===== config.mk =====
export PLATFORM = sky130hd
export DESIGN_NAME = ps2_device_tx
export DESIGN_NICKNAME = d
export VERILOG_FILES = /design/src/rtl/ps2_device_tx.sv
export SDC_FILE = /design/constraint.sdc
export NUM_CORES = 1
export LEC_CHECK = 0
export ABC_CLOCK_PERIOD_IN_PS = 3300
export BUFFER_PORTS_ARGS = -buffer_cell sky130_fd_sc_hd__buf_2
export CAP_MARGIN = 10
export CELL_PAD_IN_SITES_DETAIL_PLACEMENT = 1
export CELL_PAD_IN_SITES_GLOBAL_PLACEMENT = 2
export CORE_UTILIZATION = 40
export DETAILED_ROUTE_END_ITERATION = 7
export HOLD_SLACK_MARGIN = 0.12
export PLACE_DENSITY = 0.84
export SLEW_MARGIN = 10
export SYNTH_ARGS = -nofsm -noshare
export SYNTH_HDL_FRONTEND = slang
export SYNTH_SLANG_ARGS = --single-unit

===== constraint.sdc =====
create_clock -name CLOCK_50 -period 3.3 [get_ports CLOCK_50]
set_input_delay 0.66 -clock CLOCK_50 [delete_from_list [all_inputs] [get_ports CLOCK_50]]
set_output_delay 0.66 -clock CLOCK_50 [all_outputs]
set_load 0.005 [all_outputs]

===== src/rtl/ps2_device_tx.sv =====
// ps2_device_tx: device-side PS/2 frame transmitter with a small byte FIFO and host-inhibit retry.
module ps2_device_tx #(
  parameter int HALF_PERIOD = 2000,
  parameter int GAP_CYCLES  = 4000,
  parameter int DEPTH       = 4
) (
  input  logic                     CLOCK_50,
  input  logic                     resetn,
  input  logic [7:0]               data_in,
  input  logic                     data_en,
  input  logic                     ps2_clk_in,
  output logic                     ps2_clk,
  output logic                     ps2_dat,
  output logic                     busy,
  output logic [$clog2(DEPTH):0]   fifo_count,
  output logic                     frame_done,
  output logic                     overflow
);
  localparam int AW = $clog2(DEPTH);
  localparam int MAXC = HALF_PERIOD > GAP_CYCLES ? HALF_PERIOD : GAP_CYCLES;
  localparam int CW = $clog2(MAXC) + 1;
  typedef enum logic [2:0] {IDLE, HIGH, LOW, GAP, INHIBIT} state_t;
  state_t        state_q;
  logic [CW-1:0] cnt_q;
  logic [3:0]    idx_q;
  logic [7:0]    mem_q [DEPTH];
  logic [AW-1:0] wr_q, rd_q;
  logic [7:0]    head;
  logic [10:0]   frame;
  logic          hp_end, gap_end, pop, push;
  logic [AW:0]   count_d;
  // Head is only peeked while sending; it leaves the FIFO when the stop bit completes.
  assign head    = mem_q[rd_q];
  assign frame   = {1'b1, ~^head, head, 1'b0};
  assign hp_end  = cnt_q == CW'(HALF_PERIOD - 1);
  assign gap_end = cnt_q == CW'(GAP_CYCLES - 1);
  assign pop     = state_q == LOW && hp_end && idx_q == 4'd10;
  assign push    = data_en && (fifo_count != (AW+1)'(DEPTH) || pop);
  assign count_d = fifo_count + (AW+1)'(push) - (AW+1)'(pop);
  always_ff @(posedge CLOCK_50) begin
    if (!resetn) begin
      state_q    <= IDLE;
      cnt_q      <= '0;
      idx_q      <= '0;
      wr_q       <= '0;
      rd_q       <= '0;
      fifo_count <= '0;
      ps2_clk    <= 1'b1;
      ps2_dat    <= 1'b1;
      busy       <= 1'b0;
      frame_done <= 1'b0;
      overflow   <= 1'b0;
    end else begin
      frame_done <= pop;
      overflow   <= overflow | (data_en & ~push);
      fifo_count <= count_d;
      if (push) begin
        mem_q[wr_q] <= data_in;
        wr_q        <= wr_q + 1'b1;
      end
      if (pop) rd_q <= rd_q + 1'b1;
      unique case (state_q)
        IDLE: begin
          if (!ps2_clk_in) begin
            state_q <= INHIBIT;
            busy    <= 1'b1;
          end else if (fifo_count != '0) begin
            state_q <= HIGH;
            idx_q   <= '0;
            busy    <= 1'b1;
          end
        end
        HIGH: begin
          // The first HIGH cycle ignores the line so our own release edge is not mistaken for inhibit.
          if (cnt_q != '0 && !ps2_clk_in) begin
            state_q <= INHIBIT;
            cnt_q   <= '0;
            ps2_clk <= 1'b1;
            ps2_dat <= 1'b1;
          end else begin
            if (cnt_q == '0) ps2_dat <= frame[idx_q];
            if (hp_end) begin
              state_q <= LOW;
              cnt_q   <= '0;
              ps2_clk <= 1'b0;
            end else cnt_q <= cnt_q + 1'b1;
          end
        end
        LOW: begin
          if (hp_end) begin
            cnt_q   <= '0;
            ps2_clk <= 1'b1;
            if (idx_q == 4'd10) begin
              state_q <= GAP;
              ps2_dat <= 1'b1;
            end else begin
              state_q <= HIGH;
              idx_q   <= idx_q + 1'b1;
            end
          end else cnt_q <= cnt_q + 1'b1;
        end
        GAP: begin
          if (gap_end) begin
            state_q <= IDLE;
            cnt_q   <= '0;
            busy    <= 1'b0;
          end else cnt_q <= cnt_q + 1'b1;
        end
        INHIBIT: begin
          if (!ps2_clk_in) cnt_q <= '0;
          else if (hp_end) begin
            state_q <= IDLE;
            cnt_q   <= '0;
            busy    <= 1'b0;
          end else cnt_q <= cnt_q + 1'b1;
        end
        default: state_q <= IDLE;
      endcase
    end
  end
endmodule

==> impl_results.md, run 1 <==
- Post-CTS setup buffer count: 0
- Total track usage: 0.188
- Worst-Margin Slew: just under 0.6 ns
- Clock sink count: 66
- LEAKAGE: 0.00129 uW
- Starting Density: 0.412
- Antenna violations before repair: 0
- WL final: around 7500 um
- Detailed Place HPWL: ~5500 um
- Kind of critical path: flip-flop to flip-flop
- Synth async-reset ratio: 0
- TritonRoute pass-1 iters: 4
- Power per cell area: about 570 nW/um^2
- Row Count: 33
- Clk Latency, worst-skew pair: about 0.35 ns
- Fin Hold WS: 0.458 ns
- Die height: 94 um
- Fmax achieved: ~360 MHz
- Post-synth EDFFs: 32
- Seq cells post-synth: 66
- Ys flop type: dfxtp_1
- Via Count: 2400
- Fin util: 0.459
- R2r setup slk: approximately 0.5 ns
- Layout Skew: ~0.011 ns
- Syn Std Cell Area: approximately 3400 um^2
- Yosys top cell by area: edfxtp_1
- Global-route wire length before repair: 12300 um
- I/O Buffers: 19
- Max-cap violations: 0
- CP Launch Type: flip-flop
- Clock transition at the registers of the reported paths: approximately 0.070 ns
- Synth warn: 0
- N_diodes: 0
- Nets@finish: around 360
- Core area: between 8000 and 9000 um^2
- Sequential share of the synthesized area: 0.485
- Sequential Power Share: 0.468
- Post-synth top cells: 43 x nor2_1, 34 x dfxtp_1, 32 x edfxtp_1
- Htree depth: 3
- Cells after Synth: about 320
- Total CTS buffers: 9
- Total Power: approximately 2200 uW
- Area growth from synthesis to layout: 11.3%
- I/O Pins: 20
- Post-CTS resize count: 0
- Via density: 5.31
- Status: complete, no violations
- Critical Path AT: 3.01 ns
- Clock share of power: 0.277
- Max FO, Critical Path: 5
- Overflow after GRT: 0
- Root Driver: clkbuf_8
- Initial DRC Count: around 70
- HP Class: flip-flop to flip-flop
- Largest net degree at the start of global routing: 17
- Die area: 8840 um^2
- Minimum clock period: ~2.8 ns
- Slew margin rel.: 0.610
- Top-area cell type share of the netlist area: 0.284
- Routed len/inst: around 17 um
- Hold_buf cts: 0
- Net switching power: ~730 uW
- Final period utilization: 0.852
- Netlist cell types: 53
- CTS Buffer Depth: 2
- Cell with the most instances after synthesis: nor2_1
- Placer Congestion: between 0.8 and 0.9
- Setup Viol. Count Final: 0
- Setup TNS: 0 ns
- Pins Over Slew Limit: 0
- DRC: 0
- Hold Vio Cnt, Final: 0
- Peak VDD IR: about 0.26 mV
- Layout cells sized above 1: 0.164
- CTS tree: built
- Vias in the first global route: between 2000 and 2500
- Sw frac: 0.336
- Worst Setup End Kind: flip-flop
- Pint: around 1400 uW
- Comb power frac: 0.255
- Worst EP required: about 3.5 ns
- Post-route ant nets: 0
- Syn nets: 341
- Width of the die: ~94 um
- RSZ-0062 raised after global routing: no
- Syn avg cell area: ~11 um^2
- Synth area leaders: edfxtp_1 28%, dfxtp_1 20%, xnor2_1 8.0%
## cells in the final DEF (no fill, tap or decap), types with 3 or more instances in the layout
master / n
nor2_1: 43
dfxtp_1: 34
edfxtp_1: 32
xnor2_1: 31
nand2_1: 22
buf_2: 19
mux2i_1: 13
inv_1: 11
nand3_1: 10
nor3_1: 9
ha_1: 9
clkbuf_8: 9
xor2_1: 8
o21ai_0: 8
buf_4: 6
and3_1: 5
a21oi_1: 5
a22oi_1: 5
nand4_1: 4
nand2b_1: 4
and2_1: 4
mux4_2: 4
o21a_1: 3
clkinv_4: 3
## cell type report
cell class	count	area (um^2)
tap	105	131
timing repair buffer	25	140
sequential	66	1640
multi-input combinational	229	1640
clock buffer	9	124
fill	925	4450
inverter	11	41.3
clock inverter	7	46.3
## power by group through the flow
stage / logic [uW] / registers, uW / clock network [uW]
CTS: 560 / 1010 / 610
detailed placement: 553 / 1030 / 0
floorplan: 427 / 997 / 0
global placement: 541 / 1030 / 0
finish: 551 / 1010 / 598
global route: 620 / 1020 / 641
## registers in the layout, summed over array words and instances, names as in the netlist, named ones only
name and count:
cnt_q 13, overflow 1, fifo_count 3, ps2_clk 1, mem_q 32, wr_q 2, frame_done 1, idx_q 4
state_q 3, ps2_dat 1, rd_q 2, busy 1
## kinds of logic (layout without fill, tap and decap cells)
group | Yosys count | count (layout) | share of synthesized area
and+or+nand+nor | 124 | 124 | 0.195
DFF | 66 | 66 | 0.485
xor gates and xnor gates | 39 | 39 | 0.101
adders and majority gates | 10 | 10 | 0.0392
muxes | 17 | 17 | 0.0650
AOI/OAI and AO/OA | 39 | 39 | 0.0854
buffers and inverters | 24 | 52 | 0.0299
## layer usage
metal,wire length [um],global-route usage,vias to the layer above
li1,-,-,1185
met2,3500,0.293,28
met5,0,0,-
met4,130,0.0628,0
met1,3650,0.256,1176
met3,186,0.0421,11
## metrics by stage
stage,instances,cell area [um^2],setup slack (ns)
global placement,436,3600,0.594
floorplan,319,3390,0.490
detailed placement,436,3600,0.499
global route,452,3770,0.209
finish,452,3770,0.490
CTS,452,3770,0.460
## path summary, 6_finish.rpt
kind	start	endpoint	cells past startpoint
max	cnt_q[5]$_SDFFE_PN0P_	fifo_count[2]$_SDFF_PN0_	11
min	ps2_clk$_SDFFE_PN1P_	ps2_clk$_SDFFE_PN1P_	2
max reg2reg	cnt_q[5]$_SDFFE_PN0P_	fifo_count[2]$_SDFF_PN0_	11
min reg2reg	ps2_clk$_SDFFE_PN1P_	ps2_clk$_SDFFE_PN1P_	2
## worst max-delay path: stages, from the launching register on
cell	delay (ns)
dfxtp_1	0.35
or4_4	0.57
nor4_4	0.17
nand3_1	0.28
a31oi_4	0.26
a21o_1	0.13
ha_1	0.13
inv_1	0.04
fa_1	0.37
xor2_1	0.17
xnor2_1	0.14
nor2_1	0.06
Note: power is estimated with default switching activity, not from simulation.
==> run 2, diff against run 1 <==
--- a/config.mk
+++ b/config.mk
@@ -13,7 +13,7 @@
 export CORE_UTILIZATION = 40
 export DETAILED_ROUTE_END_ITERATION = 7
 export HOLD_SLACK_MARGIN = 0.12
-export PLACE_DENSITY = 0.84
+export PLACE_DENSITY = 0.76
 export SLEW_MARGIN = 10
 export SYNTH_ARGS = -nofsm -noshare
 export SYNTH_HDL_FRONTEND = slang
==> impl_results.md, run 2 (same netlist as run 1, synthesis figures left out) <==
- Via density: 5.35 (+0.69%)
- Clock sink count: 66 (unchanged)
- Total track usage: 0.190 (+0.00256)
- Top Registers: mem_q x32, cnt_q x13, idx_q x4
- I/O Buffers: 19 (unchanged)
- Setup Viol. Count Final: 0 (unchanged)
- Most frequent cells in the layout: 43 x nor2_1, 34 x dfxtp_1, 32 x edfxtp_1
- Row Count: 33 (unchanged)
- Via Count: 2422 (+0.92%)
- Global Route met1 Usage: 0.261 (+0.00464)
- Largest net degree at the start of global routing: 17 (unchanged)
- Area growth from synthesis to layout: 11.6%
- Clock transition at the registers of the reported paths: 0.08 ns (about the same)
- Antenna violations before repair: 0 (unchanged)
- Critical Path AT: 3.09 ns (+0.08 ns)
- Status: complete, no violations
- Core area: 8220 um^2 (unchanged)
- Width of the die: 94 um (unchanged)
- Number of flip-flops under the largest register name: 32 (unchanged)
- Top reg by flops: mem_q
- Final setup margin: 0.424 ns (-0.0654 ns)
- Power per cell area: 582 nW/um^2 (+1.5%)
- LEAKAGE: 0.00129 uW (+0.56%)
- Layout Skew: 0.0110 ns (+0.0000641 ns)
- Most Used Layer, Global Route: met2
- Fin Hold WS: 0.456 ns (-0.00202 ns)
- Post-CTS resize count: 0 (unchanged)
- CP Launch Type: flip-flop
- Die height: 94 um (unchanged)
- Worst-Margin Slew: 0.572 ns (-0.00856 ns)
- Worst EP required: 3.51 ns (about the same)
- Max-cap violations: 0 (unchanged)
- Routed len/inst: 16.7 um (+1.3%)
- HP Class: flip-flop to flip-flop
- Detailed Place HPWL: 5550 um (+0.97%)
- Minimum clock period: 2.88 ns (+0.0654 ns)
- Htree depth: 3 (unchanged)
- RSZ-0062 raised after global routing: no
- Starting Density: 0.412 (unchanged)
- TritonRoute pass-1 iters: 4 (unchanged)
- Global-route wire length before repair: 12500 um (+1.8%)
- Vias in the first global route: 2480 (+1.6%)
- Post-route ant nets: 0 (unchanged)
- Nets@finish: 365 (+0.27%)
- Clk Latency, worst-skew pair: 0.35 ns (about the same)
- Post-CTS setup buffer count: 0 (unchanged)
- CTS Buffer Depth: 2 (unchanged)
- Worst Setup End Kind: flip-flop
- Peak VDD IR: 0.320 mV (+21%)
- N_diodes: 0 (unchanged)
- Setup TNS: 0 ns (unchanged)
- DRC: 0 (unchanged)
- Fmax achieved: 348 MHz (-2.3%)
- Met2 Use GR: 0.296 (+0.00243)
- Total Power: 2200 uW (+1.9%)
- Placer Congestion: 0.747 (-7.6%)
- Final period utilization: 0.871 (+0.0198)
- Overflow after GRT: 0 (unchanged)
- Pre-CTS WS: 0.423 ns (-0.0767 ns)
- Kind of critical path: flip-flop to flip-flop
- Layout cells sized above 1: 0.172 (+0.00815)
- Total CTS buffers: 9 (unchanged)
- Hold_buf cts: 0 (unchanged)
- Initial DRC Count: 73 (+7.4%)
- Commonest non-fill, non-tap cell in the layout: nor2_1
- Hold Vio Cnt, Final: 0 (unchanged)
- Max FO, Critical Path: 7 (+2)
- Pins Over Slew Limit: 0 (unchanged)
- WL final: 7570 um (+1.5%)
- Die area: 8840 um^2 (unchanged)
- CTS tree: built
- Met3 global-route usage: 0.0364 (-0.00566)
- I/O Pins: 20 (unchanged)
- Slew margin rel.: 0.615 (+0.00497)
- Root Driver: clkbuf_8
run 2: layer usage:
metal	part of all wire	vias to the layer above
li1	-	1188
met1	0.50	1179
met2	0.45	44
met3	0.036	11
met4	0.015	0
met5	0	-
run 2: metrics by stage:
stage,instance area (um^2),std cells,utilization
2_1_floorplan,3390,319,-
3_3_place_gp,3600,437,0.439
3_5_place_dp,3600,437,0.439
4_1_cts,3780,453,0.460
5_1_grt,3780,453,0.460
6_report,3780,453,0.460
run 2: area by class of cell:
class | count | area [um^2]
fillers | 925 | 4440
multi-input cells | 229 | 1640
flip-flops and latches | 66 | 1640
repair buffers | 26 | 148
well taps | 105 | 131
clock buffers | 9 | 124
clock inverters | 7 | 51.3
inverters | 11 | 41.3
run 2: path summary, 6_finish.rpt:
check	start	endpoint	slack (ns)	cells past startpoint
worst max-delay path	cnt_q[0]$_SDFFE_PN0P_	fifo_count[2]$_SDFF_PN0_	0.42	12
worst min-delay path	ps2_clk$_SDFFE_PN1P_	ps2_clk$_SDFFE_PN1P_	0.46	2
worst max register to register	cnt_q[0]$_SDFFE_PN0P_	fifo_count[2]$_SDFF_PN0_	0.42	12
worst min register to register	ps2_clk$_SDFFE_PN1P_	ps2_clk$_SDFFE_PN1P_	0.46	2
run 2: power by group:
group	internal, uW	total, uW	switching, uW
Clock	276	619	343
Combinational	248	583	335
Sequential	930	999	68.7
Total	1450	2200	747
run 2: critical path: stages, from the launching register on:
cell and delay, ns:
dfxtp_1 0.39, ha_1 0.21, nand2_1 0.16, nor4_4 0.32, nand3_1 0.27, a31oi_4 0.34, a21o_1 0.16, ha_1 0.13
inv_1 0.04, fa_1 0.36, xor2_1 0.16, xnor2_1 0.14, nor2_1 0.05
==> run 3, diff against run 2 <==
--- a/config.mk
+++ b/config.mk
@@ -5,12 +5,13 @@
 export SDC_FILE = /design/constraint.sdc
 export NUM_CORES = 1
 export LEC_CHECK = 0
+export ABC_AREA = 1
 export ABC_CLOCK_PERIOD_IN_PS = 3300
 export BUFFER_PORTS_ARGS = -buffer_cell sky130_fd_sc_hd__buf_2
 export CAP_MARGIN = 10
 export CELL_PAD_IN_SITES_DETAIL_PLACEMENT = 1
 export CELL_PAD_IN_SITES_GLOBAL_PLACEMENT = 2
-export CORE_UTILIZATION = 40
+export CORE_UTILIZATION = 37
 export DETAILED_ROUTE_END_ITERATION = 7
 export HOLD_SLACK_MARGIN = 0.12
 export PLACE_DENSITY = 0.76
==> impl_results.md, run 3 <==
- Status: complete, no violations
- Final period utilization: 0.842 (-0.0289)
- Setup Viol. Count Final: 0 (unchanged)
- Total CTS buffers: 9 (unchanged)
- Number of flip-flops under the largest register name: 32 (unchanged)
- Netlist cell types: 39 (-26%)
- Layout cells sized above 1: 0.220 (+0.0477)
- Synth async-reset ratio: 0 (unchanged)
- Pre-CTS WS: 0.590 ns (+0.167 ns)
- I/O Pins: 20 (unchanged)
- Syn Std Cell Area: 3550 um^2 (+4.8%)
- Fillers: 1147 (+24%)
- Peak VDD IR: 0.218 mV (-32%)
- Most frequent cells in the layout: 122 x nand2_1, 35 x inv_1, 34 x dfxtp_1
- Slew margin rel.: 0.504 (-0.111)
- Largest net degree at the start of global routing: 19 (+2)
- Nets@finish: 485 (+33%)
- Via density: 4.85 (-9.4%)
- LEAKAGE: 0.00164 uW (+27%)
- Die height: 99.9 um (+6.3%)
- Layout Skew: 0.0111 ns (+0.0000842 ns)
- XOR/XNOR Fraction of Synth Area: 0.0197 (-0.0811)
- Seq cells post-synth: 66 (unchanged)
- Syn avg cell area: 8.16 um^2 (-23%)
- Clock transition at the registers of the reported paths: 0.08 ns (about the same)
- DRC: 0 (unchanged)
- Htree depth: 3 (unchanged)
- WL final: 8370 um (+10%)
- Post-Synth Simple-Gate Area: 0.328 (+0.133)
- Complex-gate fraction of the synthesized area: 0.0790 (-0.00638)
- Row Count: 35 (+6.1%)
- Ys flop type: dfxtp_1
- Post-CTS setup buffer count: 0 (unchanged)
- Pins Over Slew Limit: 0 (unchanged)
- Post-synth top cells: 122 x nand2_1, 35 x inv_1, 34 x dfxtp_1
- Final setup margin: 0.520 ns (+0.0955 ns)
- Total track usage: 0.180 (-0.0100)
- CTS tree: built
- Fmax achieved: 360 MHz (+3.4%)
- Top reg by flops: mem_q
- Placer Congestion: 0.794 (+6.2%)
- Setup TNS: 0 ns (unchanged)
- N_diodes: 0 (unchanged)
- Largest family of logic cells by synthesized area: simple AND/OR/NAND/NOR gates
- Die area: 9990 um^2 (+13%)
- Commonest non-fill, non-tap cell in the layout: nand2_1
- Finished Cell Area: 3960 um^2 (+4.8%)
- Slowest CP cell: nor4_1
- Cells after Synth: 435 (+36%)
- I/O Buffers: 19 (unchanged)
- Synth area leaders: edfxtp_1 27%, dfxtp_1 19%, nand2_1 13%
- Sequential share of the synthesized area: 0.463 (-0.0222)
- Routed len/inst: 14.0 um (-16%)
- Kind of critical path: flip-flop to flip-flop
- CP Launch Type: flip-flop
- Power per cell area: 564 nW/um^2 (-3.1%)
- Top-area cell type share of the netlist area: 0.271 (-0.0130)
- Starting Density: 0.382 (-0.0299)
- Fin util: 0.427 (-0.0333)
- Worst EP required: 3.51 ns (about the same)
- Post-route ant nets: 0 (unchanged)
- Root Driver: clkbuf_8
- Post-synth EDFFs: 32 (unchanged)
- Multiplexer share of the synthesized area: 0 (-0.0650)
- Most frequent CP cell: nand2_1
- Syn nets: 457 (+34%)
- Cell with the most instances after synthesis: nand2_1
- Core area: 9280 um^2 (+13%)
- TritonRoute pass-1 iters: 4 (unchanged)
- Hold Vio Cnt, Final: 0 (unchanged)
- Placement Cell Area: 3780 um^2 (+4.8%)
- Worst Setup End Kind: flip-flop
- Max FO, Critical Path: 5 (-2)
- Worst-Margin Slew: 0.743 ns (+0.171 ns)
- Clk Latency, worst-skew pair: 0.34 ns (about the same)
- Initial DRC Count: 59 (-19%)
- Synth warn: 0 (unchanged)
- Area growth from synthesis to layout: 11.6% (about the same)
- RSZ-0062 raised after global routing: no
- Vias in the first global route: 2849 (+15%)
- HP Class: flip-flop to flip-flop
- Width of the die: 99.9 um (+6.3%)
- Via Count: 2893 (+19%)
- Detailed Place HPWL: 6370 um (+15%)
- Clock sink count: 66 (unchanged)
- Max-cap violations: 0 (unchanged)
- Hold_buf cts: 0 (unchanged)
- Antenna violations before repair: 0 (unchanged)
- CP cell instances: ha_1 -> nand3_2 -> nor4_1 -> nand2_1 -> nand2_1 -> nand2_1 -> o21bai_1 -> ha_1 -> inv_1 -> fa_1 -> xor2_1 -> o21ai_0 -> a21oi_1
- Top Registers: mem_q x32, cnt_q x13, idx_q x4
- Post-CTS resize count: 0 (unchanged)
- Critical Path AT: 2.99 ns (-0.10 ns)
- CTS Buffer Depth: 2 (unchanged)
- Crit-path max cell delay: 0.40 ns (about the same)
- Minimum clock period: 2.78 ns (-0.0955 ns)
- Global-route wire length before repair: 13700 um (+9.9%)
- Post-Synth Adder-Cell Area: 0.0374 (-0.00180)
- Yosys top cell by area: edfxtp_1
- Overflow after GRT: 0 (unchanged)
run 3: routing by layer:
| layer | wire, um | GRT usage |
|---|---|---|
| met5 | 0 | 0 |
| met4 | 116 | 0.0588 |
| met3 | 158 | 0.0292 |
| met2 | 3870 | 0.294 |
| met1 | 4220 | 0.244 |
run 3: cell families (layout without fill, tap and decap cells):
logic type               count (synthesis)  count (layout)
adder cells (fa/ha/maj)                 10              10
AND/OR/NAND/NOR                        245             245
XOR/XNOR                                 8               8
AO/OA/AOI/OAI                           47              47
flip-flops                              66              66
buffers and inverters                   59              92
run 3: where the power goes:
part | switching, uW | internal [uW] | total [uW]
Combinational | 428 | 204 | 631
Sequential | 48.4 | 921 | 970
Clock | 351 | 284 | 635
run 3: critical path: cells and delay by family, from the launching register on:
| kind | cells | cell delay (ns) |
|---|---|---|
| DFF | 1 | 0.39 |
| and+or+nand+nor | 5 | 0.96 |
| xor gates and xnor gates | 1 | 0.16 |
| buffers and inverters | 1 | 0.05 |
| adders and majority gates | 3 | 0.74 |
| AOI/OAI and AO/OA | 3 | 0.36 |
run 3: final timing paths:
check	depth (start not counted)	end	slack [ns]	startpoint
setup reg to reg	13	fifo_count[2]$_SDFF_PN0_	0.52	cnt_q[1]$_SDFFE_PN0P_
hold reg to reg	2	ps2_clk$_SDFFE_PN1P_	0.45	ps2_clk$_SDFFE_PN1P_
hold / removal	2	ps2_clk$_SDFFE_PN1P_	0.45	ps2_clk$_SDFFE_PN1P_
setup / recovery	13	fifo_count[2]$_SDFF_PN0_	0.52	cnt_q[1]$_SDFFE_PN0P_
run 3: layout make-up:
type	instances	area, um^2	share of cell area
Timing Repair Buffer	23	125	0.0316
Clock buffer	9	124	0.0313
Inverter	53	204	0.0515
Multi-Input combinational cell	310	1650	0.416
Sequential cell	66	1640	0.414
Clock inverter	7	58.8	0.0148
Tap cell	129	161	0.0407
run 3: per-stage QoR:
step / hold WS [ns] / power, uW / instances
after global placement: 0.434 / 1610 / 581
after floorplan: 0.442 / 1440 / 435
after detailed placement: 0.447 / 1620 / 581
after global routing: 0.483 / 2390 / 597
after CTS: 0.459 / 2270 / 597
final: 0.449 / 2240 / 597
